<file path="src/rtl/cache_core_req_dispatch.sv">
// rtl/cache_core_req_dispatch.sv - steers per-lane core requests to cache banks
// Round-robin arbitration per bank, followed by a 2-entry skid buffer per bank.
module cache_core_req_dispatch #(
  parameter int NUM_BANKS       = 4,
  parameter int NUM_REQS        = 4,
  parameter int WORD_SIZE       = 4,
  parameter int WORD_ADDR_WIDTH = 30,
  parameter int CORE_TAG_WIDTH  = 8,
  localparam int WORD_WIDTH      = 8 * WORD_SIZE,
  localparam int BANK_SEL_BITS   = $clog2(NUM_BANKS),
  localparam int REQS_BITS       = (NUM_REQS > 1) ? $clog2(NUM_REQS) : 1,
  localparam int BANK_ADDR_WIDTH = WORD_ADDR_WIDTH - BANK_SEL_BITS
) (
  input  logic                                    clk,
  input  logic                                    reset,
  input  logic [NUM_REQS-1:0]                     core_req_valid,
  input  logic [NUM_REQS-1:0]                     core_req_rw,
  input  logic [NUM_REQS*WORD_SIZE-1:0]           core_req_byteen,
  input  logic [NUM_REQS*WORD_ADDR_WIDTH-1:0]     core_req_addr,
  input  logic [NUM_REQS*WORD_WIDTH-1:0]          core_req_data,
  input  logic [NUM_REQS*CORE_TAG_WIDTH-1:0]      core_req_tag,
  output logic [NUM_REQS-1:0]                     core_req_ready,
  output logic [NUM_BANKS-1:0]                    per_bank_core_req_valid,
  output logic [NUM_BANKS-1:0]                    per_bank_core_req_rw,
  output logic [NUM_BANKS*WORD_SIZE-1:0]          per_bank_core_req_byteen,
  output logic [NUM_BANKS*BANK_ADDR_WIDTH-1:0]    per_bank_core_req_addr,
  output logic [NUM_BANKS*WORD_WIDTH-1:0]         per_bank_core_req_data,
  output logic [NUM_BANKS*CORE_TAG_WIDTH-1:0]     per_bank_core_req_tag,
  output logic [NUM_BANKS*REQS_BITS-1:0]          per_bank_core_req_tid,
  input  logic [NUM_BANKS-1:0]                    per_bank_core_req_ready
);

  localparam int BSW      = (BANK_SEL_BITS > 0) ? BANK_SEL_BITS : 1;
  localparam int TAG_LSB  = REQS_BITS;
  localparam int DATA_LSB = TAG_LSB + CORE_TAG_WIDTH;
  localparam int ADDR_LSB = DATA_LSB + WORD_WIDTH;
  localparam int BE_LSB   = ADDR_LSB + BANK_ADDR_WIDTH;
  localparam int RW_BIT   = BE_LSB + WORD_SIZE;
  localparam int PW       = RW_BIT + 1;

  logic [BSW-1:0]       lane_bank [NUM_REQS];
  logic [PW-1:0]        lane_pld  [NUM_REQS];

  logic [REQS_BITS-1:0] win       [NUM_BANKS];
  logic [NUM_BANKS-1:0] found;
  logic [NUM_BANKS-1:0] push;
  logic [NUM_BANKS-1:0] pop;

  logic [REQS_BITS-1:0] ptr_q  [NUM_BANKS];
  logic [REQS_BITS-1:0] ptr_d  [NUM_BANKS];
  logic [PW-1:0]        main_q [NUM_BANKS];
  logic [PW-1:0]        main_d [NUM_BANKS];
  logic [PW-1:0]        skid_q [NUM_BANKS];
  logic [PW-1:0]        skid_d [NUM_BANKS];
  logic [NUM_BANKS-1:0] main_vld_q, main_vld_d;
  logic [NUM_BANKS-1:0] skid_vld_q, skid_vld_d;

  for (genvar i = 0; i < NUM_REQS; i++) begin : g_lane
    logic [WORD_ADDR_WIDTH-1:0] addr_w;
    assign addr_w = core_req_addr[i*WORD_ADDR_WIDTH +: WORD_ADDR_WIDTH];
    if (BANK_SEL_BITS > 0) begin : g_sel
      assign lane_bank[i] = addr_w[BSW-1:0];
    end else begin : g_nosel
      assign lane_bank[i] = '0;
    end
    assign lane_pld[i] = {core_req_rw[i],
                          core_req_byteen[i*WORD_SIZE +: WORD_SIZE],
                          BANK_ADDR_WIDTH'(addr_w >> BANK_SEL_BITS),
                          core_req_data[i*WORD_WIDTH +: WORD_WIDTH],
                          core_req_tag[i*CORE_TAG_WIDTH +: CORE_TAG_WIDTH],
                          REQS_BITS'(i)};
  end

  // First valid lane for each bank, scanning upward from the bank's pointer.
  always_comb begin
    int idx;
    idx = 0;
    for (int b = 0; b < NUM_BANKS; b++) begin
      win[b]   = '0;
      found[b] = 1'b0;
      for (int k = 0; k < NUM_REQS; k++) begin
        idx = int'(ptr_q[b]) + k;
        if (idx >= NUM_REQS) idx = idx - NUM_REQS;
        if (!found[b] && core_req_valid[idx] && lane_bank[idx] == BSW'(b)) begin
          found[b] = 1'b1;
          win[b]   = REQS_BITS'(idx);
        end
      end
    end
  end

  // full is the skid entry being occupied, so ready never waits on the bank.
  always_comb begin
    core_req_ready = '0;
    main_vld_d     = main_vld_q;
    skid_vld_d     = skid_vld_q;
    for (int b = 0; b < NUM_BANKS; b++) begin
      push[b]   = found[b] && !skid_vld_q[b];
      pop[b]    = main_vld_q[b] && per_bank_core_req_ready[b];
      ptr_d[b]  = ptr_q[b];
      main_d[b] = main_q[b];
      skid_d[b] = skid_q[b];
      if (push[b]) begin
        ptr_d[b] = (int'(win[b]) == NUM_REQS - 1) ? '0 : win[b] + REQS_BITS'(1);
        core_req_ready[win[b]] = 1'b1;
      end
      if (pop[b] && skid_vld_q[b]) begin
        main_d[b]     = skid_q[b];
        skid_vld_d[b] = 1'b0;
      end else if (pop[b] || !main_vld_q[b]) begin
        main_vld_d[b] = push[b];
        if (push[b]) main_d[b] = lane_pld[win[b]];
      end else if (push[b]) begin
        skid_d[b]     = lane_pld[win[b]];
        skid_vld_d[b] = 1'b1;
      end
    end
    if (reset) core_req_ready = '0;
  end

  always_ff @(posedge clk or posedge reset) begin
    if (reset) begin
      main_vld_q <= '0;
      skid_vld_q <= '0;
      for (int b = 0; b < NUM_BANKS; b++) begin
        ptr_q[b]  <= '0;
        main_q[b] <= '0;
        skid_q[b] <= '0;
      end
    end else begin
      main_vld_q <= main_vld_d;
      skid_vld_q <= skid_vld_d;
      for (int b = 0; b < NUM_BANKS; b++) begin
        ptr_q[b]  <= ptr_d[b];
        main_q[b] <= main_d[b];
        skid_q[b] <= skid_d[b];
      end
    end
  end

  assign per_bank_core_req_valid = main_vld_q;

  for (genvar b = 0; b < NUM_BANKS; b++) begin : g_out
    assign per_bank_core_req_rw[b] = main_q[b][RW_BIT];
    assign per_bank_core_req_byteen[b*WORD_SIZE +: WORD_SIZE] = main_q[b][BE_LSB +: WORD_SIZE];
    assign per_bank_core_req_addr[b*BANK_ADDR_WIDTH +: BANK_ADDR_WIDTH] =
      main_q[b][ADDR_LSB +: BANK_ADDR_WIDTH];
    assign per_bank_core_req_data[b*WORD_WIDTH +: WORD_WIDTH] = main_q[b][DATA_LSB +: WORD_WIDTH];
    assign per_bank_core_req_tag[b*CORE_TAG_WIDTH +: CORE_TAG_WIDTH] =
      main_q[b][TAG_LSB +: CORE_TAG_WIDTH];
    assign per_bank_core_req_tid[b*REQS_BITS +: REQS_BITS] = main_q[b][REQS_BITS-1:0];
  end

endmodule
</file>
<file path="config.mk">
export PLATFORM = sky130hd
export DESIGN_NAME = cache_core_req_dispatch
export DESIGN_NICKNAME = d
export VERILOG_FILES = /design/src/rtl/cache_core_req_dispatch.sv
export SDC_FILE = /design/constraint.sdc
export NUM_CORES = 2
export LEC_CHECK = 0
export BUFFER_PORTS_ARGS = -buffer_cell sky130_fd_sc_hd__buf_4
export CORE_ASPECT_RATIO = 1.25
export CORE_MARGIN = 2
export CORE_UTILIZATION = 35
export DETAILED_ROUTE_END_ITERATION = 8
export PLACE_DENSITY = 0.64
export SLEW_MARGIN = 0
export SYNTH_ARGS = -nofsm -noshare
export SYNTH_HDL_FRONTEND = slang
export SYNTH_SLANG_ARGS = --single-unit
</file>
<file path="constraint.sdc">
create_clock -name clk -period 33.4 [get_ports clk]
set_input_delay 6.68 -clock clk [delete_from_list [all_inputs] [get_ports clk]]
set_output_delay 6.68 -clock clk [all_outputs]
set_load 0.05 [all_outputs]
</file>
== Word level (Yosys, flattened, before mapping) ==
Index checks and enable logic that the tools add are counted.
Word-level totals
  register bits: 616
  bits in latches: 0
  bits in writable memories: 0
  ROM bits: 0
  output and inout port bits: 308
  memories: 0
Cells by class
  $add $sub $neg: 32
  $mul: 0
  divide/modulo/power cells: 0
  order comparisons: 60
  equal/unequal tests: 20
  shifts and indexed selects: 0
  mux-type cells: 197
  bitwise operators: 31
  reductions and logical operators: 96
Operators with widths (number)
  $mux 75: 20
  $bmux 75 s2: 4
  $ge 32x3->1 const B: 16
  $lt 32x4->1 const B: 16
  $mux 32: 16
  $not 32->32: 16
  $mux 2: 52
  $bmux 2 s2: 16
  $mux 1: 64
  $ge 3x3->1 const B: 16
  $sub 3x3->4 const B: 12
  $logic_and 1x1->1: 44
  $bmux 1 s2: 16
  $add 2x2->3 const B: 8
  $reduce_and 2->1: 12
  $logic_not 1->1: 20
  $mux 4: 5
  $eq 2x1->1 const B: 8
  $eq 2x2->1 const B: 8
  $reduce_bool 2->1: 8
  $sub 2x3->4 const B: 4
  $add 2x1->3 const B: 4
  $ge 2x3->1 const B: 4
  $lt 2x3->1 const B: 4
  10 further kinds: 43

== Depth between registers and ports, before layout ==
  depth in word-level cells: 33
  gate-level depth with buffers: 12

== Least setup slack after synthesis ==
Ideal clock, no wire load.
  path kind: input port to output port
  start point: input core_req_addr[0]
  end point: output core_req_ready[1]
  arrival: 9094 ps
  required time: 26720 ps
  path slack: 17626 ps
  stages: 11
  path buffers: 4
  cell sequence: buf_2 nand3b_1 o21a_1 o22a_1 clkbuf_1 buf_2 buf_4 inv_1 ha_1 a22oi_1 a31oi_1
RTL lines
  from (decl): RTL line 19  | input logic [NUM_REQS*WORD_ADDR_WIDTH-1:0] core_req_addr,
  to (decl): RTL line 22  | output logic [NUM_REQS-1:0] core_req_ready,

== Worst setup path after layout ==
  start point: input core_req_valid[1]
  end point: output core_req_ready[3]
Between the ends
  cells in the longest elaborated chain, start to end: 29
  elaborated cells between the ends (all ways): 152
  those cells by class: order compare: 8; mux: 93; bitwise: 3; reduce/logical: 48
Ends and longest elaborated chain
  from (decl): RTL line 16  | input logic [NUM_REQS-1:0] core_req_valid,
  $bmux 1 s2: RTL line 84  | if (!found[b] && core_req_valid[idx] && lane_bank[idx] == BSW'(b)) begin
  $mux 1 (implied by the code) (2 in series): RTL line 84
  $logic_and 1x1->1: RTL line 84
  $mux 1: RTL line 84
  $logic_not 1->1: RTL line 84
  $logic_and 1x1->1 (2 in series): RTL line 84
  $mux 1: RTL line 84
  $logic_not 1->1: RTL line 84
  (+11 left out)
  $mux 4: RTL line 103  | if (push[b]) begin
  $or 4x4->4 (no line)
  $mux 4: RTL line 103
  $or 4x4->4 (no line)
  $mux 4: RTL line 103
  $or 4x4->4 (no line)
  $mux 4 *: RTL line 103
  $mux 4 *: RTL line 118  | if (reset) core_req_ready = '0;
Mark *: on every way between the ends. The rest lies on a longest branch, timed or not. The select of a mux whose other input is x is not followed.

==> run_results.csv <==
group,metric,value,unit
clock_tree,clock-root-buffer,"clkbuf_16",
sta,finalHoldViolCount,0,
critical_path,path_buf_inv,3,
critical_path,rr_startpoint,"ptr_q[7]$_DFFE_PP0N_",
synth,synthDistinctLibCells,55,
worst_hold_path,hp-class,"flip-flop to flip-flop",
critical_path,slowest_stage,"buf_4",
clock_tree,cts_max_path_buffers,3,
placed_design,portBuffers,617,
clock_tree,ctsHoldBuffers,0,
global_routing,grt_pass1_wl,222,mm
critical_path,cp_common_cell,"buf_4",
global_routing,gr-total-overflow,0,
sta,period_share,47.7,%
floorplan,initial_core_util,35.4,%
clock_tree,post_cts_resized,0,
route,first_iter_violations,2985,
synth,syn_avg_cell_area,10.2,um^2
finish,nFillCells,9768,
worst_hold_path,hold_end,"skid_q[75]$_DFFE_PP0P_",
route,postRouteAntennaNets,0,
route,wl_per_cell,28.7,um
floorplan,ios,618,
clock_tree,h-tree-depth,3,
sta,period_needed,15.94,ns
finish,drive_gt1_share,25.7,%
synth,synthFlopType,"dfrtp_1",
critical_path,critPathLaunchType,"input port",
sta,tightest_slew,1.27,ns
synth,ys_ff_latch,616,
floorplan,die_h,361,um
worst_hold_path,worstHoldStart,"skid_q[75]$_DFFE_PP0P_",
clock_tree,postCtsSetupBuffers,0,
synth,syn_nets,3837,
sta,slew_viol_final,0,
clock_tree,clk_latency,0.63,ns
clock_tree,cts_sinks,616,
power,p_total,4260,uW
placed_design,place.gp.congestion,0.863,
synth,synth.cell_area,0.0357,mm^2
critical_path,worstReg2RegEnd,"per_bank_core_req_addr[15]$_DFFE_PP0P_",
power,p_per_area,97.8,mW/mm^2
sta,slew_headroom,15.0,%
status,status,"finished, final reports clean",
synth,async_reset_ff_share,100,%
finish,area_delta_synth_final,22.1,%
synth,synth-edff-count,0,
route,num_vias,33000,
synth,synth_warnings,0,
worst_hold_path,hold_path_depth,2,
finish,nets,4248,
global_routing,antenna_found_initial,20,
placed_design,dpl.hpwl,97.5,mm
synth,syn_inst,3516,
finish,fin_cells,5316,
finish,layout_common_cells,"buf_4 (666), dfrtp_1 (616), nand2_1 (601)",
critical_path,r2r_slack,29.23,ns
floorplan,num_rows,130,
global_routing,grt_max_degree,165,
global_routing,grt_pass1_vias,33400,
sta,finClkSkew,0.0261,ns
sta,setup_violations,0,
route,wl,153,mm
finish,fin_util,43.2,%
route,drc,0,
critical_path,crit_required,26.72,ns
sta,rsz0062_at_grt,"no",
critical_path,crit_fanout,46,
power,leakage,0.0190,uW
critical_path,crit_family,"buffers and inverters",
placed_design,dpl.cell_count,5173,
power,ir_drop,0.0000753,V
sta,fin_tns_setup,0,ns
finish,layout_commonest_cell,"buf_4",
critical_path,reg2reg_depth,7,
route,viasPerCell,6.22,
critical_path,critPathArrivalTime,9.26,ns
run,maxCapViolCount,0,
floorplan,fp.dieW,290,um
clock_tree,cts_buffers,72,
critical_path,max_stage_delay,0.75,ns
floorplan,die_area,0.105,mm^2
floorplan,coreArea,0.101,mm^2
critical_path,crit_path_end_kind,"primary output",
clock_tree,clk_pin_slew,0.06,ns
route,drt_pass1_iterations,5,
sta,timing.fmax,0.0627,GHz
critical_path,path_class,"input port to primary output",
critical_path,cp_cell_sequence,"buf_4, nand3b_1, nand2_1, a21oi_1, o22a_4, buf_4, ha_1, a22oi_1, a21oi_1, buf_4",
clock_tree,cts_tree,"yes",
synth,yosysSeqAreaShare,43.2,%
global_routing,grt_util_all_layers,28.3,%
-- cell type report --
| class | count | area [um^2] | area share (%) |
|---|---|---|---|
| clock buffers | 104 | 2120 | 4.88 |
| well taps | 1320 | 1650 | 3.79 |
| multi-input cells | 2557 | 18900 | 43.4 |
| repair buffers | 669 | 5060 | 11.6 |
| inverters | 11 | 56.3 | 0.129 |
| clock inverters | 22 | 320 | 0.735 |
| diodes | 17 | 42.5 | 0.0977 |
| flip-flops and latches | 616 | 15400 | 35.4 |
-- through the flow --
| step | worst slack [ns] | hold WS (ns) | instance area (um^2) |
|---|---|---|---|
| 6_report | 17.46 | 0.476 | 43600 |
| 5_1_grt | 17.35 | 0.502 | 43600 |
| 4_1_cts | 17.44 | 0.480 | 43500 |
| 3_5_place_dp | 17.44 | 0.464 | 41100 |
| 3_3_place_gp | 17.49 | 0.460 | 41100 |
| 2_1_floorplan | 9.47 | 0.446 | 35700 |
-- worst min-delay path: cells and delay by family, from the launching register on --
family           cells  cell delay, ns
flip-flops           1            0.34
AND/OR/NAND/NOR      2            0.11
-- worst max-delay path by stage --
stage / startpoint / end / slack, ns / cells after the start
finish: core_req_valid[1] / core_req_ready[3] / 17.46 / 10
global route: core_req_addr[30] / core_req_ready[3] / 17.35 / 10
CTS: core_req_addr[60] / core_req_ready[3] / 17.44 / 9
detailed placement: core_req_addr[60] / core_req_ready[3] / 17.44 / 9
global placement: core_req_addr[30] / core_req_ready[3] / 17.49 / 10
floorplan: reset / per_bank_core_req_addr[0]$_DFFE_PP0P_ / 9.47 / 1
-- report_power, final --
| group | switching [uW] | internal [uW] |
|---|---|---|
| Sequential | 248 | 1100 |
| Combinational | 1380 | 693 |
| Clock | 342 | 497 |
| Total | 1970 | 2290 |
-- synthesized netlist by cell type, types with 2 or more instances --
cell type | n | area (um^2)
dfrtp_1 | 616 | 15400
nand2_1 | 612 | 2300
mux2i_1 | 487 | 4870
o221ai_1 | 317 | 2780
a21oi_1 | 288 | 1440
clkbuf_1 | 172 | 646
mux2_2 | 154 | 1730
and3_1 | 152 | 951
buf_2 | 103 | 515
o21ai_1 | 97 | 485
o22a_1 | 74 | 648
o22ai_1 | 73 | 457
or3_1 | 50 | 313
mux4_2 | 49 | 1100
a22o_1 | 48 | 420
o21a_1 | 28 | 210
buf_4 | 23 | 173
buf_1 | 22 | 82.6
nand3_1 | 19 | 95.1
nor2_1 | 15 | 56.3
ha_1 | 11 | 138
nand2b_1 | 11 | 68.8
nand3b_1 | 11 | 82.6
inv_1 | 10 | 37.5
o21ai_0 | 8 | 40.0
buf_6 | 7 | 78.8
buf_12 | 5 | 100
nor2b_1 | 5 | 31.3
a31oi_1 | 4 | 25.0
nand4_1 | 4 | 25.0
nand4b_1 | 4 | 35.0
nor3b_1 | 4 | 30.0
a211oi_2 | 3 | 37.5
a21o_1 | 3 | 22.5
a22oi_1 | 3 | 22.5
and2_1 | 3 | 18.8
a41oi_1 | 2 | 17.5
nor3b_2 | 2 | 25.0
-- logic make-up after synthesis --
| kind of cell | after synthesis | share of synthesized area (%) |
|---|---|---|
| AO/OA/AOI/OAI | 959 | 18.8 |
| buffers and inverters | 343 | 4.59 |
| adder cells (fa/ha/maj) | 11 | 0.386 |
| multiplexers | 690 | 21.6 |
| flip-flops | 616 | 43.2 |
| AND/OR/NAND/NOR | 897 | 11.4 |
-- per-layer routing --
metal / up-vias / track usage (%) / wire length, um
li1: 14100 / - / -
met1: 16800 / 34.7 / 59100
met2: 1761 / 46.8 / 73800
met3: 399 / 6.04 / 12400
met4: 6 / 14.0 / 7350
met5: - / 0 / 42
-- registers in the layout (all words and copies together), names as in the netlist --
register                  cells
per_bank_core_req_data      128
per_bank_core_req_rw          4
per_bank_core_req_tid         8
per_bank_core_req_valid       4
ptr_q                         8
per_bank_core_req_addr      112
per_bank_core_req_byteen     16
skid_vld_q                    4
skid_q                      300
per_bank_core_req_tag        32
Power figures use the tool's default switching activity.
